$ cat src/rtl/i2c_arb_pkg.sv
// ----------------------------------------------------------------------------
// i2c_arb_pkg
// Shared definitions for the I2C bus arbiter, the byte-level engine and the
// client sequencers that sit on top of it.
//   - i2c_inst_e   : engine instruction codes (START/STOP/READ/WRITE)
//   - arb_state_e  : arbiter FSM state encoding
//   - HOLD_CNT_W   : width of the per-grant hold watchdog counter
//   - idx_width()  : index width for a requester count (at least 1 bit)
// Optional feature macro: I2C_ARB_AUTOSTOP_EN adds the AUTOSTOP state.
// ----------------------------------------------------------------------------
package i2c_arb_pkg;

    typedef enum logic [1:0] {
        INST_START = 2'd0,
        INST_STOP  = 2'd1,
        INST_READ  = 2'd2,
        INST_WRITE = 2'd3
    } i2c_inst_e;

`ifdef I2C_ARB_AUTOSTOP_EN
    typedef enum logic [1:0] {
        ARB_IDLE     = 2'd0,
        ARB_GRANTED  = 2'd1,
        ARB_RELEASE  = 2'd2,
        ARB_AUTOSTOP = 2'd3
    } arb_state_e;
`else
    typedef enum logic [1:0] {
        ARB_IDLE    = 2'd0,
        ARB_GRANTED = 2'd1,
        ARB_RELEASE = 2'd2
    } arb_state_e;
`endif

    localparam int HOLD_CNT_W = 16;

    function automatic int idx_width(input int n);
        return (n > 1) ? $clog2(n) : 1;
    endfunction

endpackage

$ cat src/rtl/i2c_bus_arbiter_if.sv
// ----------------------------------------------------------------------------
// i2c_bus_arbiter_if
// Bundles the client-side and engine-side signals of the I2C bus arbiter.
//   Client side : req, grant, cli_instruction, cli_enable, cli_byte_to_send,
//                 cli_complete, cli_byte_received (client i uses slice i)
//   Engine side : i2c_instruction, i2c_enable, i2c_byte_to_send,
//                 i2c_byte_received, i2c_complete
// Modports:
//   master : the arbiter (drives grant/cli_complete and the engine command)
//   slave  : the clients plus engine (drive requests and engine responses)
// ----------------------------------------------------------------------------
interface i2c_bus_arbiter_if #(
    parameter int REQUESTERS = 2
);

    logic [REQUESTERS-1:0]   req;
    logic [REQUESTERS-1:0]   grant;
    logic [2*REQUESTERS-1:0] cli_instruction;
    logic [REQUESTERS-1:0]   cli_enable;
    logic [8*REQUESTERS-1:0] cli_byte_to_send;
    logic [REQUESTERS-1:0]   cli_complete;
    logic [7:0]              cli_byte_received;

    logic [1:0]              i2c_instruction;
    logic                    i2c_enable;
    logic [7:0]              i2c_byte_to_send;
    logic [7:0]              i2c_byte_received;
    logic                    i2c_complete;

    modport master (
        input  req, cli_instruction, cli_enable, cli_byte_to_send,
               i2c_byte_received, i2c_complete,
        output grant, cli_complete, cli_byte_received,
               i2c_instruction, i2c_enable, i2c_byte_to_send
    );

    modport slave (
        output req, cli_instruction, cli_enable, cli_byte_to_send,
               i2c_byte_received, i2c_complete,
        input  grant, cli_complete, cli_byte_received,
               i2c_instruction, i2c_enable, i2c_byte_to_send
    );

endinterface

$ cat src/rtl/i2c_bus_arbiter_rr.sv
// ----------------------------------------------------------------------------
// rr_arbiter
// Purely combinational round-robin picker. Searches eligible requests
// (req_i & ~mask_i) starting at last_i+1 and wrapping at N-1 -> 0.
//   req_i      : request vector
//   last_i     : index of the most recent grant
//   mask_i     : requests to ignore (recently revoked clients)
//   pick_o     : one-hot selection, zero when nothing is eligible
//   pick_idx_o : binary index of pick_o
//   valid_o    : a selection was made
// ----------------------------------------------------------------------------
module rr_arbiter #(
    parameter  int N  = 2,
    localparam int IW = (N > 1) ? $clog2(N) : 1
) (
    input  logic [N-1:0]  req_i,
    input  logic [IW-1:0] last_i,
    input  logic [N-1:0]  mask_i,
    output logic [N-1:0]  pick_o,
    output logic [IW-1:0] pick_idx_o,
    output logic          valid_o
);

    logic [N-1:0] elig;

    assign elig = req_i & ~mask_i;

    // NOTE: every output gets a default before the search loop so that no
    // path leaves a value unassigned, which would infer a latch.
    always_comb begin
        pick_o     = '0;
        pick_idx_o = '0;
        valid_o    = 1'b0;
        // k = N brings the search back to last_i itself, so a lone
        // requester can be re-granted.
        for (int k = 1; k <= N; k++) begin
            if (!valid_o && elig[(int'(last_i) + k) % N]) begin
                valid_o                          = 1'b1;
                pick_o[(int'(last_i) + k) % N]   = 1'b1;
                pick_idx_o                       = IW'((int'(last_i) + k) % N);
            end
        end
    end

endmodule

$ cat src/rtl/i2c_bus_arbiter.sv
// ----------------------------------------------------------------------------
// i2c_bus_arbiter
// Shares one byte-level I2C engine between REQUESTERS clients. Grants are
// round-robin and locked from grant until the owner drops req with no engine
// operation in flight. A hold watchdog revokes a grant held for HOLD_MAX
// cycles while the engine is idle, and masks the revoked client until its
// req has been seen low. Every change of owner has at least one cycle with
// grant == 0.
// Ports:
//   clk          : engine clock
//   rst_n        : asynchronous active-low reset
//   bus          : i2c_bus_arbiter_if.master (client requests/fields,
//                  engine command/response)
//   hold_timeout : one-cycle pulse when the watchdog revokes a grant
// Optional feature macro: I2C_ARB_AUTOSTOP_EN -- when defined, a release or
// revocation with the bus still open issues a STOP (AUTOSTOP state) before
// the next owner is granted.
// ----------------------------------------------------------------------------
module i2c_bus_arbiter
    import i2c_arb_pkg::*;
#(
    parameter int                    REQUESTERS = 2,
    parameter logic [HOLD_CNT_W-1:0] HOLD_MAX   = 16'd60000
) (
    input  logic                  clk,
    input  logic                  rst_n,
    i2c_bus_arbiter_if.master     bus,
    output logic                  hold_timeout
);

    localparam int IW = idx_width(REQUESTERS);

    arb_state_e              state_q;
    logic [REQUESTERS-1:0]   grant_q;
    logic [REQUESTERS-1:0]   mask_q;
    logic [IW-1:0]           last_q;      // also the current owner's index
    logic [HOLD_CNT_W-1:0]   hold_cnt_q;
    logic [HOLD_CNT_W-1:0]   hold_cnt_d;
    logic                    hold_timeout_q;

    logic [REQUESTERS-1:0]   pick;
    logic [IW-1:0]           pick_idx;
    logic                    pick_valid;
    logic                    release_now;
    logic                    wd_fire;

    rr_arbiter #(.N(REQUESTERS)) u_rr (
        .req_i      (bus.req),
        .last_i     (last_q),
        .mask_i     (mask_q),
        .pick_o     (pick),
        .pick_idx_o (pick_idx),
        .valid_o    (pick_valid)
    );

`ifdef I2C_ARB_AUTOSTOP_EN
    logic bus_open_q;
    logic complete_q;
    logic cpl_rise;

    assign cpl_rise = bus.i2c_complete & ~complete_q;

    // Tracks whether a START has completed without a matching STOP, so a
    // departing owner cannot leave the bus claimed.
    always_ff @(posedge clk or negedge rst_n) begin
        if (!rst_n) begin
            bus_open_q <= 1'b0;
            complete_q <= 1'b0;
        end else begin
            complete_q <= bus.i2c_complete;
            if (cpl_rise && bus.i2c_instruction == INST_START) begin
                bus_open_q <= 1'b1;
            end else if (cpl_rise && bus.i2c_instruction == INST_STOP) begin
                bus_open_q <= 1'b0;
            end
        end
    end
`endif

    // Engine mux is combinational from the grant register so that an async
    // reset removes the enable in the same cycle.
    always_comb begin
        bus.i2c_instruction  = INST_START;
        bus.i2c_enable       = 1'b0;
        bus.i2c_byte_to_send = '0;
        if (|grant_q) begin
            bus.i2c_instruction  = bus.cli_instruction[2*int'(last_q) +: 2];
            bus.i2c_enable       = bus.cli_enable[last_q];
            bus.i2c_byte_to_send = bus.cli_byte_to_send[8*int'(last_q) +: 8];
        end
`ifdef I2C_ARB_AUTOSTOP_EN
        else if (state_q == ARB_AUTOSTOP) begin
            bus.i2c_instruction = INST_STOP;
            bus.i2c_enable      = 1'b1;
        end
`endif
    end

    assign bus.grant             = grant_q;
    assign bus.cli_complete      = {REQUESTERS{bus.i2c_complete}} & grant_q;
    assign bus.cli_byte_received = bus.i2c_byte_received;
    assign hold_timeout          = hold_timeout_q;

    assign hold_cnt_d  = (hold_cnt_q == HOLD_MAX) ? hold_cnt_q : hold_cnt_q + 1'b1;

    // The engine enable gates both exits: an operation in flight is never
    // cut off, whether by a late req drop or by the watchdog.
    assign release_now = (state_q == ARB_GRANTED) && !bus.req[last_q] && !bus.i2c_enable;
    assign wd_fire     = (state_q == ARB_GRANTED) && !release_now &&
                         (hold_cnt_q == HOLD_MAX) && !bus.i2c_enable;

    // NOTE: sequential state uses non-blocking assignments only, so every
    // register samples pre-edge values and later assignments in the block
    // (e.g. the mask on revocation) override earlier defaults cleanly.
    always_ff @(posedge clk or negedge rst_n) begin
        if (!rst_n) begin
            state_q        <= ARB_IDLE;
            grant_q        <= '0;
            mask_q         <= '0;
            last_q         <= IW'(REQUESTERS - 1);
            hold_cnt_q     <= '0;
            hold_timeout_q <= 1'b0;
        end else begin
            hold_timeout_q <= 1'b0;
            // A revoked client is unmasked once its req has been seen low.
            mask_q         <= mask_q & bus.req;

            case (state_q)
                ARB_IDLE: begin
                    if (pick_valid) begin
                        grant_q    <= pick;
                        last_q     <= pick_idx;
                        hold_cnt_q <= '0;
                        state_q    <= ARB_GRANTED;
                    end
                end

                ARB_GRANTED: begin
                    hold_cnt_q <= hold_cnt_d;
                    if (release_now || wd_fire) begin
                        grant_q <= '0;
                        if (wd_fire) begin
                            hold_timeout_q <= 1'b1;
                            mask_q         <= (mask_q & bus.req) | grant_q;
                        end
`ifdef I2C_ARB_AUTOSTOP_EN
                        state_q <= bus_open_q ? ARB_AUTOSTOP : ARB_RELEASE;
`else
                        state_q <= ARB_RELEASE;
`endif
                    end
                end

                ARB_RELEASE: begin
                    state_q <= ARB_IDLE;
                end

`ifdef I2C_ARB_AUTOSTOP_EN
                ARB_AUTOSTOP: begin
                    // Enable drops with the state change, one cycle after
                    // the engine reports the STOP complete.
                    if (bus.i2c_complete) begin
                        state_q <= ARB_RELEASE;
                    end
                end
`endif

                default: begin
                    grant_q <= '0;
                    state_q <= ARB_IDLE;
                end
            endcase
        end
    end

endmodule

$ cat src/flat_wrapper.sv
// flat-port wrapper written by rule: the top's interface ports become plain ports
module i2c_bus_arbiter_flat import i2c_arb_pkg::*;
#(
    parameter int                    REQUESTERS = 2,
    parameter logic [HOLD_CNT_W-1:0] HOLD_MAX   = 16'd60000
)
  (clk, rst_n, hold_timeout, bus_req, bus_cli_instruction, bus_cli_enable, bus_cli_byte_to_send, bus_i2c_byte_received, bus_i2c_complete, bus_grant, bus_cli_complete, bus_cli_byte_received, bus_i2c_instruction, bus_i2c_enable, bus_i2c_byte_to_send);
  i2c_bus_arbiter_if #(.REQUESTERS(REQUESTERS)) bus_i ();
  input  logic clk;
  input  logic rst_n;
  output logic hold_timeout;
  input wire logic [$bits(bus_i.req)-1:0] bus_req;
  input wire logic [$bits(bus_i.cli_instruction)-1:0] bus_cli_instruction;
  input wire logic [$bits(bus_i.cli_enable)-1:0] bus_cli_enable;
  input wire logic [$bits(bus_i.cli_byte_to_send)-1:0] bus_cli_byte_to_send;
  input wire logic [$bits(bus_i.i2c_byte_received)-1:0] bus_i2c_byte_received;
  input wire logic [$bits(bus_i.i2c_complete)-1:0] bus_i2c_complete;
  output wire logic [$bits(bus_i.grant)-1:0] bus_grant;
  output wire logic [$bits(bus_i.cli_complete)-1:0] bus_cli_complete;
  output wire logic [$bits(bus_i.cli_byte_received)-1:0] bus_cli_byte_received;
  output wire logic [$bits(bus_i.i2c_instruction)-1:0] bus_i2c_instruction;
  output wire logic [$bits(bus_i.i2c_enable)-1:0] bus_i2c_enable;
  output wire logic [$bits(bus_i.i2c_byte_to_send)-1:0] bus_i2c_byte_to_send;
  assign bus_i.req = bus_req;
  assign bus_i.cli_instruction = bus_cli_instruction;
  assign bus_i.cli_enable = bus_cli_enable;
  assign bus_i.cli_byte_to_send = bus_cli_byte_to_send;
  assign bus_i.i2c_byte_received = bus_i2c_byte_received;
  assign bus_i.i2c_complete = bus_i2c_complete;
  assign bus_grant = bus_i.grant;
  assign bus_cli_complete = bus_i.cli_complete;
  assign bus_cli_byte_received = bus_i.cli_byte_received;
  assign bus_i2c_instruction = bus_i.i2c_instruction;
  assign bus_i2c_enable = bus_i.i2c_enable;
  assign bus_i2c_byte_to_send = bus_i.i2c_byte_to_send;
  i2c_bus_arbiter #(.REQUESTERS(REQUESTERS), .HOLD_MAX(HOLD_MAX)) u_core (.clk(clk), .rst_n(rst_n), .bus(bus_i), .hold_timeout(hold_timeout));
endmodule
$ cat config.mk
export PLATFORM = sky130hd
export DESIGN_NAME = i2c_bus_arbiter_flat
export DESIGN_NICKNAME = d
export VERILOG_FILES = /design/src/rtl/i2c_arb_pkg.sv /design/src/rtl/i2c_bus_arbiter_if.sv /design/src/rtl/i2c_bus_arbiter_rr.sv /design/src/rtl/i2c_bus_arbiter.sv /design/src/flat_wrapper.sv
export SDC_FILE = /design/constraint.sdc
export NUM_CORES = 1
export LEC_CHECK = 0
export BUFFER_PORTS_ARGS = -buffer_cell sky130_fd_sc_hd__buf_2
export CAP_MARGIN = 15
export CORE_ASPECT_RATIO = 2
export CORE_UTILIZATION = 33
export DETAILED_ROUTE_END_ITERATION = 12
export GPL_ROUTABILITY_DRIVEN = 0
export GPL_TIMING_DRIVEN = 0
export PLACE_DENSITY = 0.59
export SKIP_CTS_REPAIR_TIMING = 1
export SLEW_MARGIN = 20
export SYNTH_ARGS = -nofsm -noshare
export SYNTH_HDL_FRONTEND = slang
export SYNTH_HIERARCHICAL = 1
export SYNTH_SLANG_ARGS = --single-unit
$ cat constraint.sdc
create_clock -name clk -period 1.8 [get_ports clk]
set_input_delay 0.09 -clock clk [delete_from_list [all_inputs] [get_ports clk]]
set_output_delay 0.09 -clock clk [all_outputs]
set_load 0.02 [all_outputs]
=== Word level (Yosys, flattened, before mapping) ===
Index checks and enable logic that the tools add are counted.
W data, S select, Z words.

* Flip-flop bits (word level): 24
* Input bits: 35
* Output and inout bits: 24
* Word-level logic and storage cells: 89

* $add $sub $neg: 3
* $lt $le $gt $ge: 5
* Equality and inequality tests: 6
* Shifts and indexed selects: 2
* Muxes and demuxes: 38
* Bitwise logic cells: 9
* Reduce and logical (&&, ||, !) cells: 20

{| class="wikitable"
|+ Operator list
! cell !! number
|-
| $mux W16 || 2
|-
| $pmux W16 S2 || 1
|-
| $mux W1 || 20
|-
| $mux W2 || 10
|-
| $add A16 B1 Y16 const B || 1
|-
| $eq A16 B16 Y1 const B || 1
|-
| $shiftx A16 B5 Y8 || 1
|-
| $logic_and A1 B1 Y1 || 8
|-
| $mux W8 || 1
|-
| $and A2 B2 Y2 || 3
|-
| $lt A2 B3 Y1 const B || 2
|-
| $pmux W2 S3 || 1
|-
| $reduce_and A3 Y1 || 2
|-
| $ge A2 B1 Y1 const B || 2
|-
| $logic_not A1 Y1 || 4
|-
| $ne A2 B2 Y1 const B || 2
|-
| $or A2 B2 Y2 || 2
|-
| $pmux W2 S2 || 1
|-
| $reduce_and A2 Y1 || 2
|-
| $shiftx A4 B3 Y2 || 1
|-
| $add A1 B1 Y1 const B || 2
|-
| $and A1 B1 Y1 const A || 2
|-
| $demux W1 S1 || 2
|-
| $eq A2 B1 Y1 const B || 1
|-
| other kinds (9) || 9
|}

=== Longest topological paths before layout ===
* Depth in word-level cells: 12
* Mapped depth: 6
* Mapped depth without buffers: 6

=== Modules after synthesis ===
Netlist, hierarchy kept.

{| class="wikitable"
|+ By module, submodules not included
! module !! times used !! cells an instance !! area an instance (um2) !! sequential area each (um2)
|-
| i2c_bus_arbiter || 1 || 156 || 1,467.7 || 601.8
|-
| rr_arbiter || 1 || 6 || 51.3 || 0.0
|}

=== Least setup slack after synthesis ===
Ideal clock, no wire load.

* Path kind: reg-to-reg
* From: register u_core.mask_q[0]
* To: register u_core.hold_cnt_q[12]
* Library setup time: 66 ps
* Data arrival time: 1,819 ps
* Required time: 1,734 ps
* Path slack: -85 ps
* Stages on the path, launching flop included: 7
* Path buffers: 0
* Period minus slack after synthesis: 1,885 ps
* Cell sequence: dfrtp_1 nor2b_4 nand2b_1 o21bai_4 or4_4 or4_1 nand2_1

* Cells in the longest elaborated chain, start to end: 11
* Elaborated cells between the ends (all ways): 14
* Those cells by class: eq/ne: 1; mux: 8; bitwise: 2; reduce/logical: 3

{| class="wikitable"
|+ Ends and longest elaborated chain
! what !! RTL line !! text
|-
| start, declared || i2c_bus_arbiter.sv:35 || <nowiki>logic [REQUESTERS-1:0] mask_q;</nowiki>
|-
| start signal, assigned || i2c_bus_arbiter.sv:126 || <nowiki>mask_q <= mask_q & bus.req;</nowiki>
|-
| start signal, assigned || i2c_bus_arbiter.sv:144 || <nowiki>mask_q <= (mask_q & bus.req) | grant_q;</nowiki>
|-
| $not A2 Y2 (*) || i2c_bus_arbiter_rr.sv:26 || <nowiki>assign elig = req_i & ~mask_i;</nowiki>
|-
| $and A2 B2 Y2 (*) || i2c_bus_arbiter_rr.sv:26 ||
|-
| $mux W1 (not written as such) (3 in series) || i2c_bus_arbiter_rr.sv:37 || <nowiki>if (!valid_o && elig[(int'(last_i) + k) % N]) begin</nowiki>
|-
| $mux W1 || i2c_bus_arbiter_rr.sv:37 ||
|-
| $logic_not A1 Y1 || i2c_bus_arbiter_rr.sv:37 ||
|-
| $logic_and A1 B1 Y1 || i2c_bus_arbiter_rr.sv:37 ||
|-
| $mux W1 (*) || i2c_bus_arbiter_rr.sv:37 ||
|-
| net u_core.pick_valid || i2c_bus_arbiter.sv:43 || <nowiki>logic pick_valid;</nowiki>
|-
| $ne A2 B1 Y1 (no line) (*) || - ||
|-
| $reduce_and A3 Y1 (no line) (*) || - ||
|-
| end signal, assigned || i2c_bus_arbiter.sv:139 || <nowiki>hold_cnt_q <= hold_cnt_d;</nowiki>
|-
| end, declared || i2c_bus_arbiter.sv:37 || <nowiki>logic [HOLD_CNT_W-1:0] hold_cnt_q;</nowiki>
|}

Mark *: on every way through the listed nets, which the timed path passes. The rest lies on a longest branch. The select of a mux whose other input is x is not followed.
A chain may end at the register's enable or synchronous reset.

=== Worst setup path in the final report ===
Ends and elaborated chain as after synthesis.

==> metrics.cfg <==
[cells_and_area]
finish.utilization_pct = 45.9
drive_above_1_share_pct = 40.7
area_growth_pct = 32.3
n_antenna_cell = 0
final_nets = 264

[clock_tree]
cts.sinks = 24
cts_buffer_depth = 2
cts_tree = built
cts_max_level = 1
cts_buffers = 3
path_clk_slew_ns = 0.08
clkLatencyLatePin_ns = 0.27
root_buffer = clkbuf_8

[critical_path]
timing.rr.end = u_core/hold_cnt_q[12]
required_ns = 2.01
rr_worst_depth = 6
r2r-start = u_core/mask_q[0]
r2r_setup_slack_ns = -0.16
cp_max_fo = 6
critPathKind = flip-flop to flip-flop
worstPathArrival_ns = 2.17
setup.worst_path.start_class = flip-flop
cp-end-kind = flip-flop

[global_route]
grt_pass1_wl_um = 6290
grt_pass1_vias = 1405
grt.overflow.total = 0
grt_max_degree = 25
grt_usage_pct = 16.8
antenna_found_initial = 0

[yosys]
synth_edf_count = 0
ys_warn_count = 6
ys_seq_elements = 24
synthCells = 162
yosysSeqAreaShare_pct = 39.6
synth_cell_types = 43
netlist.area_leader.share_pct = 37.9
synth_area_leaders = dfrtp_1 (38%), mux2i_1 (8.6%), nor2_1 (5.4%)
yosysTopAreaCell = dfrtp_1
synthArstFlopShare_pct = 100
synth_top_flop_cell = dfrtp_1
postSynthAreaPerCell_sq_um = 9.38
yosysMostFrequentCell = dfrtp_1
yosys-top-cells-count = dfrtp_1 (23), nor2_1 (22), nand2_1 (15)
syn-num-nets = 199
synth_area_sq_um = 1520

[sta]
clock_skew_ns = 0.00418
finalCriticalPeriod_ns = 1.96
hold_viol = 0
setup_ws_ns = -0.159
grt_setup_unrepaired = yes
period_share_pct = 109
holdWs_ns = 0.0895
fin_tns_setup_ns = -0.417
setup_viol = 4
fmax_mhz = 510
tightestPinTransition_ns = 0.540
drv_slew = 0
slew_headroom_pct = 64.0

[routing]
drc = 0
via_per_inst = 5.01
firstDrtPassIters = 4
ant_nets = 0
detailroute.via_count = 1404
routed_wl_um = 3860
drt_iter0_drc = 20
wire_per_inst_um = 13.8

[power_and_ir_drop]
p_leak_nw = 0.977
power_mw = 2.38
cellPowerDensity_nw_per_um2 = 1190
ir_drop_uv = 681

[die]
num_rows = 34
ios = 59
start_util_pct = 34.7
die_x_um = 50.0
die_y_um = 97.9
die_area_sq_um = 4890
core_sq_um = 4380

[place]
port_buffers = 50
hpwlAfterDp_um = 3090

[flow_run]
max_cap_viol_count = 0

[outcome]
outcome = finished with violations
violations = negative setup slack

[min_path]
min_path_type = input pin to flip-flop
hold_end = u_core/mask_q[0]
hold_depth = 2
hold_start = bus_req[0]

metrics by stage:
stage / cell area [sq um] / cells / worst slack [ns]
finish: 2010 / 280 / -0.159
CTS: 1900 / 270 / -0.385
global route: 2010 / 280 / -0.212
floorplan: 1530 / 162 / -0.0145
global placement: 1840 / 266 / -0.118
detailed placement: 1840 / 266 / -0.132
power by group:
| part | switching (mW) | leakage, nW | total (mW) | internal [mW] |
|---|---|---|---|---|
| logic | 0.719 | 0.626 | 1.25 | 0.535 |
| clock network | 0.178 | 0.0288 | 0.374 | 0.196 |
| registers | 0.119 | 0.322 | 0.754 | 0.635 |
placed cells by master (no fill, tap or decap), drive strengths merged:
cell type	synthesis	final
a21oi	6	6
dfrtp	23	23
nor2	22	22
nor3	2	2
clkbuf	3	6
dfstp	1	1
nand4b	1	1
and2	3	3
or3	2	2
a31o	1	1
o21ba	1	1
o21a	1	1
nor2b	2	2
nor4	3	3
inv	5	5
nand4	4	4
mux2	2	2
or4	5	5
nand2b	3	3
o22ai	2	2
o211ai	3	3
nor4b	2	2
o21ai	4	4
dlygate4sd3	0	1
buf	10	70
mux2i	13	13
nand2	15	15
nor4bb	2	2
and3	2	2
a22o	3	3
o21bai	1	1
nand3	2	2
or2	1	1
or2b	1	1
ha	2	2
xor2	2	2
a211oi	1	1
xnor2	6	6
layout make-up:
class	count	area, sq um
Timing Repair Buffer	61	335
Multi-Input combinational cell	120	841
Fill cell	443	2370
Inverter	5	18.8
Tap cell	54	67.6
Sequential cell	24	604
Buffer	12	87.6
Clock buffer	4	55.1
worst max-delay path, stage by stage (launching register included):
cell and delay (ns):
dfrtp_1 0.42, nor2b_4 0.16, nand2b_4 0.16, o21bai_4 0.09
or4_4 0.57, or4_4 0.43, nand2_2 0.08
routing by layer:
layer	vias up	global-route usage, %	share of wire, %
li1	692	-	-
met1	648	15.1	33
met2	58	35.2	61
met3	6	1.87	4.4
met4	0	5.93	1.6
met5	-	0	0
registers in the layout, indices dropped and copies added, names as in the netlist:
| signal | flops |
|---|---|
| u_core/state_q | 2 |
| u_core/bus.grant | 2 |
| u_core/last_q | 1 |
| u_core/hold_cnt_q | 16 |
| u_core/hold_timeout | 1 |
| u_core/mask_q | 2 |
worst max path at each step:
stage	end	cells after the start	slack, ns	from
detailed placement	u_core/hold_cnt_q[12]	6	-0.13	u_core/mask_q[0]
CTS	bus_i2c_byte_to_send[6]	5	-0.39	u_core/last_q
global route	u_core/hold_cnt_q[12]	6	-0.21	u_core/mask_q[0]
global placement	u_core/hold_cnt_q[12]	6	-0.12	u_core/mask_q[0]
floorplan	u_core/hold_cnt_q[12]	6	-0.01	u_core/mask_q[0]
finish	u_core/hold_cnt_q[12]	6	-0.16	u_core/mask_q[0]
cells by family (layout without fill, tap and decap cells):
kind of cell | count (synthesis) | count (layout) | synth area share (%)
xor+xnor | 8 | 8 | 4.61
mux | 15 | 15 | 10.0
flops | 24 | 24 | 39.6
buf+inv | 18 | 82 | 6.92
fa+ha+maj | 2 | 2 | 1.65
compound gates | 23 | 23 | 10.8
simple gates | 72 | 72 | 26.4
(Power assumes the default switching activity.)
